**src/rtl/fdd_track_loader_if.sv**
```systemverilog
// SD block request/acknowledge bundle between the track loader and the SD harness.
// One request/ack pair and one LBA word per drive.
interface fdd_track_loader_if #(
    parameter int DRIVES = 2,
    parameter int LBA_W  = 32
);
    logic [DRIVES*LBA_W-1:0] sd_lba;
    logic [DRIVES-1:0]       sd_rd;
    logic [DRIVES-1:0]       sd_wr;
    logic [DRIVES-1:0]       sd_ack;

    modport master (output sd_lba, output sd_rd, output sd_wr, input sd_ack);
    modport slave  (input sd_lba, input sd_rd, input sd_wr, output sd_ack);
endinterface

```
**src/rtl/fdd_track_loader.sv**
```systemverilog
// Multi-drive floppy track cache: writes back dirty sectors, then streams a whole
// track from the SD image into the track buffer whenever a drive needs service.
//
// state | meaning
// IDLE  | no transfer; pick lowest-index drive needing service
// WB    | writing dirty sectors of the cached track back to SD
// RD    | reading sectors 0..SECS_PER_TRACK-1 of the latched track
module fdd_track_loader #(
    parameter int DRIVES         = 2,
    parameter int SECS_PER_TRACK = 13,
    parameter int TRACK_BITS     = 6,
    parameter int LBA_W          = 32
) (
    input  logic                         clk_sys,
    input  logic                         reset,
    input  logic [DRIVES*TRACK_BITS-1:0] track,
    input  logic [DRIVES-1:0]            img_mounted,
    input  logic [DRIVES-1:0]            img_present,
    input  logic [DRIVES-1:0]            img_readonly,
    input  logic                         fd_sec_dirty,
    input  logic [1:0]                   fd_sec_drive,
    input  logic [3:0]                   fd_sec_idx,
    fdd_track_loader_if.master           sd,
    output logic [1:0]                   buf_drive,
    output logic [3:0]                   track_sec,
    output logic                         cpu_wait,
    output logic [DRIVES-1:0]            busy
);
    typedef enum logic [1:0] {S_IDLE, S_WB, S_RD} state_t;

    state_t                                 state_q, state_d;
    logic [1:0]                             drv_q, drv_d;
    logic [3:0]                             sec_q, sec_d;
    logic                                   req_q, req_d;
    logic [TRACK_BITS-1:0]                  tgt_q, tgt_d;
    logic [DRIVES-1:0]                      ack_prev_q, ack_prev_d;
    logic [DRIVES-1:0][TRACK_BITS-1:0]      cur_track_q, cur_track_d;
    logic [DRIVES-1:0]                      loaded_q, loaded_d;
    logic [DRIVES-1:0]                      remount_q, remount_d;
    logic [DRIVES-1:0][SECS_PER_TRACK-1:0]  dirty_q, dirty_d;

    logic [DRIVES-1:0]         need;
    logic                      win_found, win_loaded, win_ro;
    logic [1:0]                win;
    logic [TRACK_BITS-1:0]     win_track, act_cur, lba_trk;
    logic [SECS_PER_TRACK-1:0] win_dirty, next_mask;
    logic                      act_present, act_ack, act_prev, ack_rise, ack_fall;
    logic                      go_wb, wb_fall, rd_done, drop;
    logic [LBA_W-1:0]          lba_act;

    function automatic logic [3:0] lowest(input logic [SECS_PER_TRACK-1:0] m);
        logic [3:0] r;
        r = '0;
        for (int i = SECS_PER_TRACK - 1; i >= 0; i--) begin
            if (m[i]) r = 4'(i);
        end
        return r;
    endfunction

    always_ff @(posedge clk_sys or posedge reset) begin
        if (reset) begin
            state_q     <= S_IDLE;
            drv_q       <= '0;
            sec_q       <= '0;
            req_q       <= 1'b0;
            tgt_q       <= '0;
            ack_prev_q  <= '0;
            cur_track_q <= '0;
            loaded_q    <= '0;
            remount_q   <= '0;
            dirty_q     <= '0;
        end else begin
            state_q     <= state_d;
            drv_q       <= drv_d;
            sec_q       <= sec_d;
            req_q       <= req_d;
            tgt_q       <= tgt_d;
            ack_prev_q  <= ack_prev_d;
            cur_track_q <= cur_track_d;
            loaded_q    <= loaded_d;
            remount_q   <= remount_d;
            dirty_q     <= dirty_d;
        end
    end

    always_comb begin
        state_d     = state_q;
        drv_d       = drv_q;
        sec_d       = sec_q;
        req_d       = req_q;
        tgt_d       = tgt_q;
        ack_prev_d  = sd.sd_ack;
        cur_track_d = cur_track_q;
        loaded_d    = loaded_q;
        remount_d   = remount_q;
        dirty_d     = dirty_q;
        need        = '0;
        win_found   = 1'b0;
        win         = '0;
        win_track   = '0;
        win_dirty   = '0;
        win_loaded  = 1'b0;
        win_ro      = 1'b0;
        act_present = 1'b0;
        act_ack     = 1'b0;
        act_prev    = 1'b0;
        act_cur     = '0;
        next_mask   = '0;
        go_wb       = 1'b0;
        wb_fall     = 1'b0;
        rd_done     = 1'b0;
        drop        = 1'b0;

        // Descending scan so the lowest-index drive needing service ends up as winner.
        for (int d = DRIVES - 1; d >= 0; d--) begin
            need[d] = img_present[d] && (!loaded_q[d] || remount_q[d] ||
                      (track[d*TRACK_BITS +: TRACK_BITS] != cur_track_q[d]));
            if (need[d]) begin
                win_found  = 1'b1;
                win        = 2'(d);
                win_track  = track[d*TRACK_BITS +: TRACK_BITS];
                win_dirty  = dirty_q[d];
                win_loaded = loaded_q[d];
                win_ro     = img_readonly[d];
            end
            if (drv_q == 2'(d)) begin
                act_present = img_present[d];
                act_ack     = sd.sd_ack[d];
                act_prev    = ack_prev_q[d];
                act_cur     = cur_track_q[d];
            end
        end
        ack_rise = act_ack && !act_prev;
        ack_fall = !act_ack && act_prev;

        case (state_q)
            S_IDLE: begin
                if (win_found) begin
                    drv_d   = win;
                    tgt_d   = win_track;
                    req_d   = 1'b1;
                    go_wb   = (win_dirty != '0) && win_loaded && !win_ro;
                    state_d = go_wb ? S_WB : S_RD;
                    sec_d   = go_wb ? lowest(win_dirty) : 4'd0;
                end
            end
            S_WB, S_RD: begin
                if (ack_rise) req_d = 1'b0;
                if (ack_fall) begin
                    if (!act_present) begin
                        state_d = S_IDLE;
                        drop    = 1'b1;
                    end else if (state_q == S_WB) begin
                        wb_fall = 1'b1;
                    end else if (sec_q == 4'(SECS_PER_TRACK - 1)) begin
                        state_d = S_IDLE;
                        rd_done = 1'b1;
                    end else begin
                        sec_d = sec_q + 4'd1;
                        req_d = 1'b1;
                    end
                end
            end
            default: state_d = S_IDLE;
        endcase

        // Order matters: write-back clear, then new dirty pulse, then mount clear.
        for (int d = 0; d < DRIVES; d++) begin
            if (state_q == S_IDLE && win_found && win == 2'(d)) begin
                remount_d[d] = 1'b0;
                if (!go_wb) dirty_d[d] = '0;
            end
            if (wb_fall && drv_q == 2'(d)) begin
                for (int s = 0; s < SECS_PER_TRACK; s++) begin
                    if (sec_q == 4'(s)) dirty_d[d][s] = 1'b0;
                end
            end
            if (fd_sec_dirty && fd_sec_drive == 2'(d)) begin
                for (int s = 0; s < SECS_PER_TRACK; s++) begin
                    if (fd_sec_idx == 4'(s)) dirty_d[d][s] = 1'b1;
                end
            end
            if (img_mounted[d]) begin
                dirty_d[d]   = '0;
                remount_d[d] = 1'b1;
            end
            if (drv_q == 2'(d)) begin
                if (rd_done) begin
                    loaded_d[d]    = 1'b1;
                    cur_track_d[d] = tgt_q;
                end
                if (drop) loaded_d[d] = 1'b0;
                next_mask = dirty_d[d];
            end
        end

        if (wb_fall) begin
            req_d = 1'b1;
            if (next_mask == '0) begin
                state_d = S_RD;
                sec_d   = '0;
            end else begin
                sec_d = lowest(next_mask);
            end
        end
    end

    always_comb begin
        sd.sd_lba = '0;
        sd.sd_rd  = '0;
        sd.sd_wr  = '0;
        busy      = '0;
        lba_trk   = (state_q == S_WB) ? act_cur : tgt_q;
        lba_act   = LBA_W'(SECS_PER_TRACK) * LBA_W'(lba_trk) + LBA_W'(sec_q);
        for (int d = 0; d < DRIVES; d++) begin
            if (state_q != S_IDLE && drv_q == 2'(d)) begin
                busy[d]                      = 1'b1;
                sd.sd_lba[d*LBA_W +: LBA_W]  = lba_act;
                sd.sd_rd[d]                  = req_q && (state_q == S_RD);
                sd.sd_wr[d]                  = req_q && (state_q == S_WB);
            end
        end
    end

    assign cpu_wait  = (state_q != S_IDLE);
    assign buf_drive = drv_q;
    assign track_sec = sec_q;
endmodule

```
**src/flat_wrapper.sv**
```systemverilog
// flat-port wrapper written by rule: the top's interface ports become plain ports
module fdd_track_loader_flat 
#(
    parameter int DRIVES         = 2,
    parameter int SECS_PER_TRACK = 13,
    parameter int TRACK_BITS     = 6,
    parameter int LBA_W          = 32
)
  (clk_sys, reset, track, img_mounted, img_present, img_readonly, fd_sec_dirty, fd_sec_drive, fd_sec_idx, buf_drive, track_sec, cpu_wait, busy, sd_sd_lba, sd_sd_rd, sd_sd_wr, sd_sd_ack);
  fdd_track_loader_if #(.DRIVES(DRIVES), .LBA_W(LBA_W)) sd_i ();
  input  logic clk_sys;
  input  logic reset;
  input  logic [DRIVES*TRACK_BITS-1:0] track;
  input  logic [DRIVES-1:0] img_mounted;
  input  logic [DRIVES-1:0] img_present;
  input  logic [DRIVES-1:0] img_readonly;
  input  logic fd_sec_dirty;
  input  logic [1:0] fd_sec_drive;
  input  logic [3:0] fd_sec_idx;
  output logic [1:0] buf_drive;
  output logic [3:0] track_sec;
  output logic cpu_wait;
  output logic [DRIVES-1:0] busy;
  output wire logic [$bits(sd_i.sd_lba)-1:0] sd_sd_lba;
  output wire logic [$bits(sd_i.sd_rd)-1:0] sd_sd_rd;
  output wire logic [$bits(sd_i.sd_wr)-1:0] sd_sd_wr;
  input wire logic [$bits(sd_i.sd_ack)-1:0] sd_sd_ack;
  assign sd_sd_lba = sd_i.sd_lba;
  assign sd_sd_rd = sd_i.sd_rd;
  assign sd_sd_wr = sd_i.sd_wr;
  assign sd_i.sd_ack = sd_sd_ack;
  fdd_track_loader #(.DRIVES(DRIVES), .SECS_PER_TRACK(SECS_PER_TRACK), .TRACK_BITS(TRACK_BITS), .LBA_W(LBA_W)) u_core (.clk_sys(clk_sys), .reset(reset), .track(track), .img_mounted(img_mounted), .img_present(img_present), .img_readonly(img_readonly), .fd_sec_dirty(fd_sec_dirty), .fd_sec_drive(fd_sec_drive), .fd_sec_idx(fd_sec_idx), .sd(sd_i), .buf_drive(buf_drive), .track_sec(track_sec), .cpu_wait(cpu_wait), .busy(busy));
endmodule
```
**config.mk**
```make
export PLATFORM = sky130hd
export DESIGN_NAME = fdd_track_loader_flat
export DESIGN_NICKNAME = d
export VERILOG_FILES = /design/src/rtl/fdd_track_loader_if.sv /design/src/rtl/fdd_track_loader.sv /design/src/flat_wrapper.sv
export SDC_FILE = /design/constraint.sdc
export NUM_CORES = 1
export LEC_CHECK = 0
export BUFFER_PORTS_ARGS = -buffer_cell sky130_fd_sc_hd__clkbuf_2
export CELL_PAD_IN_SITES_DETAIL_PLACEMENT = 0
export CELL_PAD_IN_SITES_GLOBAL_PLACEMENT = 2
export CORE_MARGIN = 3
export CORE_UTILIZATION = 30
export DETAILED_ROUTE_END_ITERATION = 16
export PLACE_DENSITY = 0.88
export SETUP_SLACK_MARGIN = 0.02
export SLEW_MARGIN = 20
export SYNTH_ARGS = -nofsm -noshare
export SYNTH_HDL_FRONTEND = slang
export SYNTH_SLANG_ARGS = --single-unit
```
**constraint.sdc**
```tcl
create_clock -name clk_sys -period 4.55 [get_ports clk_sys]
set_input_delay 0 -clock clk_sys [delete_from_list [all_inputs] [get_ports clk_sys]]
set_output_delay 0 -clock clk_sys [all_outputs]
set_load 0.05 [all_outputs]
```
==> flow_summary.json, run 1 <==
{
  "status": "finished with violations",
  "violations": "hold timing",
  "ys_top_cells_by_count": "nor2_1, dfrtp_1, nand2_1, inv_1, buf_4",
  "ys_types": 72,
  "fillCellCount": 1776,
  "crit_start": "u_core.state_q[1]",
  "antenna_cells": 0,
  "finalClockSkew_ps": 6.72,
  "tritoncts": "built",
  "routed_via_density": 5.27,
  "grt_pass1_wl_um": 25400,
  "hold_ws_ps": -4.07,
  "worst-path-stages": 20,
  "gp_congestion": 0.910,
  "dr.pass1.iters": 5,
  "grt_remaining_overflow": 0,
  "rr_worst_depth": 10,
  "cp.required_ps": 4550,
  "post_synth_main_area_contributors": "dfrtp_1, ha_1, buf_4, nor2_1, nand2_1",
  "std_cell_rows": 47,
  "end_kind": "output pin",
  "synth_edf_count": 0,
  "final_hold_viol_count": 1,
  "nets": 759,
  "cp_num_buf_inv": 4,
  "numCtsBuffers": 9,
  "drive_gt1_share_pct": 20.5,
  "rsz0062_at_grt": "no",
  "drt_iter0_drc": 323,
  "cp_top_family": "adder cells",
  "vias": 4819,
  "slew_violations": 0,
  "syn_inst": 619,
  "criticalPathCategory": "reg2out",
  "clk_latency_ps": 340,
  "fin_crit_sh_pct": 93.4,
  "ys_seq_elements": 58,
  "synth_top_area_cell": "dfrtp_1",
  "syn_avg_cell_area_sq_um": 8.41,
  "hold_start": "track[11]",
  "port_buffers": 62,
  "startpoint_type": "flop",
  "root_buffer": "clkbuf_16",
  "slowest_delay_ps": 490,
  "seqCellArea_sq_um": 1450,
  "crit_fanout": 6,
  "core_area_sq_um": 16800,
  "dieArea_sq_um": 19000,
  "synth_ff_type": "dfrtp_1",
  "dieHeight_um": 138,
  "setup_violations": 0,
  "syn_area_sq_um": 5210,
  "drtAntennaViolNets": 0,
  "max_cap_viol_count": 0,
  "hold_class": "in2reg",
  "clock-sinks": 58,
  "period_needed_ps": 4250,
  "drc": 0,
  "holdPathStages": 3,
  "slew_headroom_pct": 36.7,
  "yosysMostFrequentCell": "nor2_1",
  "grt_pass1_vias": 4783,
  "clock_path_buffers": 2,
  "netlist.area_leader.share_pct": 27.9,
  "clock.fmax_mhz": 235,
  "start_util_pct": 31.1,
  "ioPinCount": 106,
  "grt_max_degree": 59,
  "antenna_found_initial": 0,
  "grt_use_total_pct": 17.2,
  "dp_hpwl_um": 12700,
  "htreeDepth": 3,
  "totalWireLength_um": 16400,
  "crit_slowest_cell": "fa_1",
  "cpMostUsedCell": "ha_1",
  "worst_slew_pin_slew_ps": 941,
  "multi_input_area_sq_um": 3340,
  "syn_to_final_growth_pct": 16.1,
  "cp_cell_sequence": "inv_2 > ha_4 > nor2_1 > a21oi_2 > ha_1 > ha_1 > inv_1 > fa_1 > inv_1 > ha_1 > nor2b_1 > o21ai_1 > a21oi_1 > o21ai_1 > nand2b_1 > a21o_1 > a21oi_2 > xor2_2 > nor2_4 > buf_4",
  "reg2reg_from": "u_core.state_q[0]",
  "yosysSeqAreaShare_pct": 27.9,
  "wl_per_cell_um": 17.9,
  "tns_ps": 0,
  "arrival_ps": 4250,
  "async_reset_ff_share_pct": 100,
  "cts.clk_slew.worst_paths_ps": 50,
  "dieWidth_um": 138,
  "yosysWarnings": 0
}
repair_timing:
action | 4_1_cts | 5_1_grt
hold buffers | 5 | 0
setup buffers | 0 | 6
resized for setup | 4 | 9
endpoints found under the setup margin | 5 | 6
gates cloned | 0 | 0
pin swaps | 0 | 3
hold endpoints to repair | 62 | 0
path summary, 6_finish.rpt:
path	endpoint	slack, ps
worst min register to register	u_core.remount_q[1]	460
worst min-delay path	u_core.tgt_q[5]	-4
min in group asynchronous	u_core.tgt_q[4]	430
worst max-delay path	sd_sd_lba[9]	300
max in group asynchronous	u_core.buf_drive[0]	3570
worst max register to register	u_core.track_sec[0]	740
cell type report:
cell class	count	area share [%]
clock buffer	11	4.18
tap	220	4.55
sequential	58	24.0
inverter	51	3.17
multi-input combinational	486	55.2
clock inverter	5	0.869
timing repair buffer	83	7.99
metrics by stage:
stage	setup slack, ps	hold slack, ps	instances	util, %	cell area, sq um
3_3_place_gp	311	164	887	33.5	5620
3_5_place_dp	172	161	887	33.5	5620
5_1_grt	12.3	20.3	914	36.1	6050
2_1_floorplan	4.95	31.4	661	-	5420
6_report	300	-4.07	914	36.1	6050
4_1_cts	59.2	2.22	908	35.8	5990
placed cells by master, fill, tap and decap left out, types with 21 or more instances in the layout:
cell type  count
a21oi_1       25
conb_1        43
nand2_1       58
nor2_1        56
ha_1          36
clkbuf_2      61
o22ai_1       21
dfrtp_1       57
o21ai_0       22
inv_1         49
cells by family (layout without fill, tap and decap cells):
| kind of cell | Yosys count | in the layout | synth area share (%) |
|---|---|---|---|
| other | 1 | 43 | 0.0720 |
| AND/OR/NAND/NOR | 188 | 188 | 17.9 |
| adder cells (fa/ha/maj) | 41 | 41 | 10.4 |
| multiplexers | 20 | 20 | 4.25 |
| AO/OA/AOI/OAI | 174 | 174 | 23.9 |
| flip-flops | 58 | 58 | 27.9 |
| buffers and inverters | 117 | 150 | 12.2 |
| XOR/XNOR | 20 | 20 | 3.36 |
per-layer routing:
| layer | up-vias | track usage, % | wire length [um] |
|---|---|---|---|
| met5 | - | 0 | 0 |
| met4 | 0 | 5.16 | 371 |
| met3 | 31 | 4.78 | 1220 |
| met2 | 206 | 28.8 | 7860 |
| met1 | 2311 | 21.6 | 6910 |
| li1 | 2271 | - | - |
state kept, by name, summed over array words and instances (netlist names):
name,flops
u_core.tgt_q,6
u_core.state_q,2
u_core.loaded_q,2
u_core.remount_q,2
u_core.track_sec,4
u_core.req_q,1
u_core.dirty_q,26
u_core.ack_prev_q,2
u_core.buf_drive,1
u_core.cur_track_q,12
worst register-to-register path: stages (launching register included):
cell and delay [ps]:
dfrtp_1 470, inv_1 130, ha_1 550, o2111ai_4 460, buf_4 320, nor3_4 180, o311ai_1 150, a221o_1 420
and2_1 190, a2111oi_0 610, o41ai_1 190
Power of run 1 is left out: the tool's default activity adds up to more than one toggle a clock period on the data nets, which glitch-free logic cannot reach.
==> inputs of run 2 (changes only) <==
--- a/constraint.sdc
+++ b/constraint.sdc
@@ -3,2 +3,2 @@
 set_output_delay 0 -clock clk_sys [all_outputs]
-set_load 0.05 [all_outputs]
+set_load 0.1 [all_outputs]
==> run 2 against run 1 <==
  * The flow now finishes without violations
  * Utilization grew 1.1 points
  * Via count decreased by 0.42%
  * Flip-flop and latch count unchanged
  * Critical path depth unchanged
  * Global-route usage grew 0.065 points
  * Clock-buffer cell count unchanged
  * Worst hold slack gained 16 ps
  * Sequential share of layout area decreased by 0.68 points
  * First-iteration DRC count up 21%
==> flow_summary.json, run 2 (same netlist as run 1, synthesis figures left out) <==
{
  "antenna_cells": 0,
  "hold_ws_ps": 12.0,
  "crit_fanout": 8,
  "cts.clk_slew.worst_paths_ps": 50,
  "grt_pass1_wl_um": 25400,
  "status": "completed",
  "slew_headroom_pct": 29.9,
  "cp_cell_sequence": "inv_1 > ha_4 > buf_4 > a21oi_2 > ha_1 > ha_1 > inv_1 > fa_1 > inv_2 > ha_4 > nor2b_1 > o21ai_1 > a21oi_1 > o21ai_1 > nand2b_1 > a21o_1 > a21oi_2 > xor2_2 > nor2_4 > buf_12",
  "top_regs": "u_core.dirty_q (26), u_core.cur_track_q (12), u_core.tgt_q (6)",
  "drtAntennaViolNets": 0,
  "final_hold_viol_count": 0,
  "mostFrequentLayoutCells": "nand2_1, dfrtp_1, clkbuf_2, nor2_1, inv_1",
  "hold_start": "track[7]",
  "slowest_delay_ps": 490,
  "dieArea_sq_um": 19000,
  "root_buffer": "clkbuf_16",
  "dp_hpwl_um": 12600,
  "startpoint_type": "flop",
  "tritoncts": "built",
  "regMostFlops": "u_core.dirty_q",
  "hold_class": "in2reg",
  "clk_latency_ps": 340,
  "arrival_ps": 4260,
  "nets": 756,
  "std_cell_rows": 47,
  "grt_use_total_pct": 17.3,
  "period_needed_ps": 4260,
  "reg2reg_from": "u_core.buf_drive[0]",
  "max_cap_viol_count": 0,
  "cp.required_ps": 4550,
  "fin_crit_sh_pct": 93.6,
  "numCtsBuffers": 9,
  "crit_slowest_cell": "fa_1",
  "syn_to_final_growth_pct": 19.5,
  "wl_per_cell_um": 17.9,
  "drc": 0,
  "rr_worst_depth": 10,
  "reg2reg_to": "u_core.state_q[0]",
  "core_area_sq_um": 16800,
  "clock_path_buffers": 2,
  "start_util_pct": 31.1,
  "dpl_worst_slack_ps": 306,
  "totalWireLength_um": 16300,
  "ioPinCount": 106,
  "layout_commonest_cell": "nand2_1",
  "grt_max_degree": 59,
  "gp_congestion": 0.963,
  "criticalPathCategory": "reg2out",
  "finalWorstSetupSlack_ps": 289,
  "rsz0062_at_grt": "no",
  "finalClockSkew_ps": 6.62,
  "drt_iter0_drc": 390,
  "slew_violations": 0,
  "dr.pass1.iters": 5,
  "hold_end": "u_core.tgt_q[1]",
  "worst_slew_pin_slew_ps": 1040,
  "setup_violations": 0,
  "dieWidth_um": 138,
  "htreeDepth": 3,
  "grt_pass1_vias": 4680,
  "end_kind": "output pin",
  "fin_area_sq_um": 6220,
  "cp_top_family": "adder cells",
  "grt_remaining_overflow": 0,
  "rrSetupSlack_ps": 880,
  "dieHeight_um": 138,
  "largest_register_ff_count": 26,
  "routed_via_density": 5.27,
  "port_buffers": 62,
  "clock-sinks": 58,
  "drive_gt1_share_pct": 20.8,
  "cp_num_buf_inv": 5,
  "tns_ps": 0,
  "antenna_found_initial": 0,
  "clock.fmax_mhz": 235,
  "holdPathStages": 3,
  "vias": 4799,
  "place_area_sq_um": 5760
}
[run 2: changes by cell type in the layout (fill, tap and decap cells not counted), sizes merged]
cell	delta
bufinv	+2
clkinv	-1
clkinvlp	-1
dlygate4sd3	+2
clkbuf	-5
[run 2: area by class of cell]
cell class,instances,area [sq um]
multi-input combinational,486,3400
clock inverter,5,100
sequential,58,1450
clock buffer,11,253
fill,1766,10500
timing repair buffer,80,553
tap,220,275
inverter,51,191
[run 2: layer usage]
layer,track usage (%),wire (um)
met5,0,0
met4,6.26,431
met3,3.18,1040
met2,28.9,7740
met1,22.3,7050
[run 2: worst max-delay path by stage]
stage / startpoint / cells after the start / endpoint / slack, ps
after floorplan: u_core.buf_drive[0] / 16 / sd_sd_lba[36] / -70
after global placement: u_core.state_q[1] / 19 / sd_sd_lba[42] / 420
after detailed placement: u_core.state_q[1] / 19 / sd_sd_lba[10] / 310
after CTS: u_core.state_q[1] / 19 / sd_sd_lba[10] / 80
after global routing: u_core.state_q[1] / 19 / sd_sd_lba[10] / 20
final: u_core.state_q[1] / 20 / sd_sd_lba[9] / 290
[run 2: metrics by stage]
stage	std cells	util, %
final	911	37.1
after global routing	911	37.1
after CTS	908	36.9
after detailed placement	885	34.4
after global placement	885	34.4
after floorplan	661	-
[run 2: worst register-to-register path, stage by stage (launching register included)]
cell	delay, ps
dfrtp_2	480
buf_4	440
and3b_4	300
o2111ai_4	360
o311ai_0	620
a32oi_1	170
o22a_1	230
o21bai_1	220
or2_1	270
nor3_1	360
nor3_1	90
[run 2: repair_timing]
item,in CTS,in global routing
buffers inserted,0,3
pin swaps,0,1
endpoints found under the setup margin,4,8
gates resized for setup,1,2
hold endpoints to repair,64,0
hold buffers,7,0
Power of run 2 is left out for the same reason.
